--- src/rtl/apb_master.sv ---
// APB3 initiator: command/response front end driving one transfer at a time,
// with a wait-state timeout so a stuck slave cannot hang the bus.
module apb_master #(
  parameter int ADDR_W  = 8,
  parameter int DATA_W  = 8,
  parameter int TIMEOUT = 16
) (
  input  logic              pclk,
  input  logic              preset,
  input  logic              cmd_valid,
  output logic              cmd_ready,
  input  logic              cmd_write,
  input  logic [ADDR_W-1:0] cmd_addr,
  input  logic [DATA_W-1:0] cmd_wdata,
  output logic              rsp_valid,
  output logic [DATA_W-1:0] rsp_rdata,
  output logic              rsp_err,
  output logic              rsp_timeout,
  output logic              psel,
  output logic              penable,
  output logic              pwrite,
  output logic [ADDR_W-1:0] paddr,
  output logic [DATA_W-1:0] pwdata,
  input  logic [DATA_W-1:0] prdata,
  input  logic              pready,
  input  logic              pslverr
);

  localparam int CW = (TIMEOUT > 0) ? $clog2(TIMEOUT + 1) : 1;
  localparam logic [CW-1:0] WAIT_LAST =
    CW'((TIMEOUT > 0) ? TIMEOUT - 1 : 0);

  typedef enum logic [1:0] {
    IDLE,
    SETUP,
    ACCESS
  } state_e;

  state_e            state_q, state_d;
  logic              psel_q, psel_d;
  logic              penable_q, penable_d;
  logic              pwrite_q, pwrite_d;
  logic [ADDR_W-1:0] paddr_q, paddr_d;
  logic [DATA_W-1:0] pwdata_q, pwdata_d;
  logic              rsp_valid_q, rsp_valid_d;
  logic [DATA_W-1:0] rsp_rdata_q, rsp_rdata_d;
  logic              rsp_err_q, rsp_err_d;
  logic              rsp_timeout_q, rsp_timeout_d;
  logic [CW-1:0]     wait_q, wait_d;

  logic accept;
  logic timed_out;

  assign cmd_ready = (state_q == IDLE) && !preset;
  assign accept    = cmd_valid && cmd_ready;
  assign timed_out = (TIMEOUT != 0) && (wait_q == WAIT_LAST);

  assign psel        = psel_q;
  assign penable     = penable_q;
  assign pwrite      = pwrite_q;
  assign paddr       = paddr_q;
  assign pwdata      = pwdata_q;
  assign rsp_valid   = rsp_valid_q;
  assign rsp_rdata   = rsp_rdata_q;
  assign rsp_err     = rsp_err_q;
  assign rsp_timeout = rsp_timeout_q;

  // State and datapath registers; reset drops the bus mid-transfer.
  always_ff @(posedge pclk) begin
    if (preset) begin
      state_q       <= IDLE;
      psel_q        <= 1'b0;
      penable_q     <= 1'b0;
      pwrite_q      <= 1'b0;
      paddr_q       <= '0;
      pwdata_q      <= '0;
      rsp_valid_q   <= 1'b0;
      rsp_rdata_q   <= '0;
      rsp_err_q     <= 1'b0;
      rsp_timeout_q <= 1'b0;
      wait_q        <= '0;
    end else begin
      state_q       <= state_d;
      psel_q        <= psel_d;
      penable_q     <= penable_d;
      pwrite_q      <= pwrite_d;
      paddr_q       <= paddr_d;
      pwdata_q      <= pwdata_d;
      rsp_valid_q   <= rsp_valid_d;
      rsp_rdata_q   <= rsp_rdata_d;
      rsp_err_q     <= rsp_err_d;
      rsp_timeout_q <= rsp_timeout_d;
      wait_q        <= wait_d;
    end
  end

  // Next state: SETUP always lasts one cycle; ACCESS ends on ready or timeout.
  always_comb begin
    state_d = state_q;
    unique case (state_q)
      IDLE:    if (accept) state_d = SETUP;
      SETUP:   state_d = ACCESS;
      ACCESS:  if (pready || timed_out) state_d = IDLE;
      default: state_d = IDLE;
    endcase
  end

  // Bus and response outputs; everything holds unless a phase changes it.
  always_comb begin
    psel_d        = psel_q;
    penable_d     = penable_q;
    pwrite_d      = pwrite_q;
    paddr_d       = paddr_q;
    pwdata_d      = pwdata_q;
    rsp_valid_d   = 1'b0;
    rsp_rdata_d   = rsp_rdata_q;
    rsp_err_d     = rsp_err_q;
    rsp_timeout_d = rsp_timeout_q;
    wait_d        = wait_q;
    unique case (state_q)
      IDLE: begin
        if (accept) begin
          psel_d    = 1'b1;
          penable_d = 1'b0;
          pwrite_d  = cmd_write;
          paddr_d   = cmd_addr;
          if (cmd_write) pwdata_d = cmd_wdata;
          wait_d    = '0;
        end
      end
      SETUP: begin
        penable_d = 1'b1;
      end
      ACCESS: begin
        if (pready) begin
          psel_d        = 1'b0;
          penable_d     = 1'b0;
          rsp_valid_d   = 1'b1;
          rsp_err_d     = pslverr;
          rsp_timeout_d = 1'b0;
          rsp_rdata_d   = pwrite_q ? '0 : prdata;
        end else if (timed_out) begin
          psel_d        = 1'b0;
          penable_d     = 1'b0;
          rsp_valid_d   = 1'b1;
          rsp_err_d     = 1'b1;
          rsp_timeout_d = 1'b1;
          rsp_rdata_d   = '0;
        end else begin
          wait_d = wait_q + CW'(1);
        end
      end
      default: ;
    endcase
  end

endmodule

--- config.mk ---
export PLATFORM = sky130hd
export DESIGN_NAME = apb_master
export DESIGN_NICKNAME = d
export VERILOG_FILES = /design/src/rtl/apb_master.sv
export SDC_FILE = /design/constraint.sdc
export NUM_CORES = 1
export LEC_CHECK = 0
export CAP_MARGIN = 20
export CORE_UTILIZATION = 41
export CTS_CLUSTER_DIAMETER = 50
export DETAILED_ROUTE_END_ITERATION = 12
export GPL_ROUTABILITY_DRIVEN = 0
export PLACE_DENSITY = 0.88
export SKIP_CTS_REPAIR_TIMING = 1
export SLEW_MARGIN = 20
export SYNTH_ARGS = -nofsm -noshare
export SYNTH_HDL_FRONTEND = slang
export SYNTH_SLANG_ARGS = --single-unit
--- constraint.sdc ---
create_clock -name pclk -period 2.8 [get_ports pclk]
set_input_delay 0.84 -clock pclk [delete_from_list [all_inputs] [get_ports pclk]]
set_output_delay 0.84 -clock pclk [all_outputs]
set_load 0.01 [all_outputs]
==> summary.md <==
| Metric | Value |
|---|---|
| Status | `finished, final reports clean` |
| RSZ-0062 raised after global routing | `false` |
| Crit path largest cell delay | `about 430 ps` |
| Ant. Diodes | `0` |
| Largest cells by area after synthesis | `dfxtp_1 (54%), mux2_2 (6.5%), a21oi_1 (5.8%)` |
| R2r endpoint | `wait_q[4]` |
| H-tree levels | `2` |
| Fin nets | `235` |
| Post-synth EDFFs | `0` |
| Worst Clk Skew | `about 11 ps` |
| Seq/Total Area, Yosys | `roughly 54%` |
| Worst slew pin tran | `roughly 750 ps` |
| Commonest cells after routing, fill and taps aside | `clkdlybuf4s50_1 (59), dfxtp_1 (37), nand2_1 (21)` |
| #FFs+latches synth | `37` |
| Fin crit share | `between 80% and 90%` |
| Hold path cells | `2` |
| Port bufs | `60` |
| Setup crit start | `preset` |
| Min-delay src | `paddr[1]` |
| Peak VDD IR | `0.000362 V` |
| Ys Warns | `0` |
| Initial core utilization | `between 40% and 50%` |
| Final Hold Fails | `0` |
| Initial antenna violation count | `0` |
| Layout cells sized above 1 | `between 10 and 15%` |
| Die area | `between 0.003 and 0.004 mm^2` |
| Final ANT Viol Nets | `0` |
| Reg area | `approximately 740 um^2` |
| F_max | `a little over 0.4 GHz` |
| Clock-pin slew on the worst setup and hold paths | `~110 ps` |
| Post-route cell area | `0.00212 mm^2` |
| Synth Area per Inst | `9.92 um^2` |
| DIE WIDTH | `60.0 um` |
| Distinct cells, synth | `29` |
| Wire length per cell | `13.8 um` |
| Fin Setup TNS | `0 ps` |
| Initial DRT Pass Iterations | `4` |
| DP HPWL | `2570 um` |
| Critical path arrival | `about 1600 ps` |
| CP top delay family | `buffers and inverters` |
| Hold Path Class | `flip-flop to flip-flop` |
| Routed wire length | `3430 um` |
| Final Max Tran Viols | `0` |
| P&R area growth vs syn | `53.6%` |
| Max-cap violations | `0` |
| Worst slew margin | `between 40% and 50%` |
| Worst path bufs/invs | `2` |
| Syn Inst Count | `around 140` |
| TritonCTS Buffers | `5` |
| Pwr Total | `approximately 1000 uW` |
| CTS Buffer Depth | `2` |
| DRC | `0` |
| Worst r2r path cells | `6` |
| Critical Path Sink Type | `output port` |
| # clock sinks | `37` |
| Min-Delay Endpoint | `paddr[1]` |
| GRT Total Usage | `between 20% and 30%` |
| Initial drt markers | `19` |
| Top Ports | `61` |
| Setup violators final | `0` |
| Worst r2r src | `wait_q[0]` |
| Mapped Nets | `171` |
| Post-synth top area share | `between 50% and 60%` |
| Synth Flop Type | `dfxtp_1` |
| Vias | `1,251` |
| Fillers | `~250` |
| Leakage | `between 0.0008 and 0.0009 uW` |
| Commonest non-fill, non-tap cell in the layout | `clkdlybuf4s50_1` |
| R2r setup slk | `~660 ps` |
| Skew-Pair Late Insertion Delay | `roughly 350 ps` |
| Slowest-stage cell, CP | `clkdlybuf4s50_1` |
| Cells along the critical path | `clkdlybuf4s50_1 > nor3_1 > dlymetal6s2s_1` |
| CTS root buf | `clkbuf_4` |
| Die Y | `~60 um` |
| Required @ worst endpoint | `1960 ps` |
| Multi-input logic area | `roughly 600 um^2` |
| Asr flop ratio synth | `0%` |
| Core Footprint | `0.00313 mm^2` |
| Largest net degree at the start of global routing | `30` |
| Mapped Area | `0.00138 mm^2` |
| First-pass GRT wire length | `about 5600 um` |
| Avg Vias per Cell | `between 5 and 6` |
| Crit path time final | `roughly 2500 ps` |
| Number of global-route vias before repair | `about 1.3k` |
| Leading area contributor after synthesis | `dfxtp_1` |
| Crit Path Class | `input pin to output port` |
| Row count | `20` |
| CTS tree | `built` |
| Startpoint types | `input pin` |
| Grt ovf | `0` |
| PwrDens | `484 mW/mm^2` |
| CP Max Fanout | `2` |
| DP Area | `0.00204 mm^2` |
through the flow:
stage	instances	setup slack, ps	hold slack (ps)	utilization (%)
after global placement	240	-50.5	442	65.2
after global routing	248	252	496	67.7
after floorplan	139	435	443	-
after CTS	248	-55.9	467	67.4
final	248	348	467	67.7
after detailed placement	240	-133	451	65.2
power by group:
part	switching (uW)	internal, uW
clock network	171	146
logic	57.6	92.2
registers	12.8	546
cells in the mapped netlist, types with 2 or more instances:
library cell  number
buf_2              2
a311oi_1           3
a21oi_1           16
ha_1               2
clkbuf_1           5
or4b_1             3
nor2b_1            8
nand2b_1           3
nand3_1            4
and3_1             2
inv_1              3
a22o_1             8
dfxtp_1           37
nand2_1           21
mux2_2             8
registers in the layout, indices dropped and copies added (netlist names):
register and cells:
rsp_valid 1, pwrite 1, psel 1, rsp_rdata 8, wait_q 5, pwdata 8, rsp_timeout 1, state_q 2
paddr 8, penable 1, rsp_err 1
cell type report:
class / instances / share of cell area [%]
Inverter: 3 / 0.532
Sequential cell: 37 / 35.0
Multi-Input combinational cell: 91 / 28.4
Clock inverter: 1 / 0.236
Tap cell: 44 / 2.60
Timing Repair Buffer: 65 / 30.2
Clock buffer: 7 / 3.07
how the worst max path moves through the flow:
stage / endpoint / slack, ps / cells past startpoint
after global placement: cmd_ready / -50 / 3
after CTS: cmd_ready / -60 / 3
final: cmd_ready / 350 / 3
after global routing: cmd_ready / 250 / 3
after detailed placement: rsp_rdata[7] / -130 / 4
after floorplan: cmd_ready / 440 / 3
cells by family after synthesis:
| kind of cell | Yosys count | share of synthesized area, % |
|---|---|---|
| AOI/OAI and AO/OA | 32 | 15.7 |
| and+or+nand+nor | 49 | 19.1 |
| buffers and inverters | 11 | 3.18 |
| DFF | 37 | 53.7 |
| adders and majority gates | 2 | 1.81 |
| muxes | 8 | 6.53 |
tightest hold or removal path: cells and delay by family (launching register included):
kind | cells | cell delay, ps
AND/OR/NAND/NOR | 1 | 50
flip-flops | 1 | 330
AO/OA/AOI/OAI | 1 | 50
layer usage:
layer	vias to the layer above	routed length [um]	GRT usage, %
met5	-	0	0
li1	613	-	-
met4	0	46	8.31
met2	44	1790	39.0
met3	5	202	8.23
met1	589	1400	22.9
Note: power is estimated with default switching activity, not from simulation.
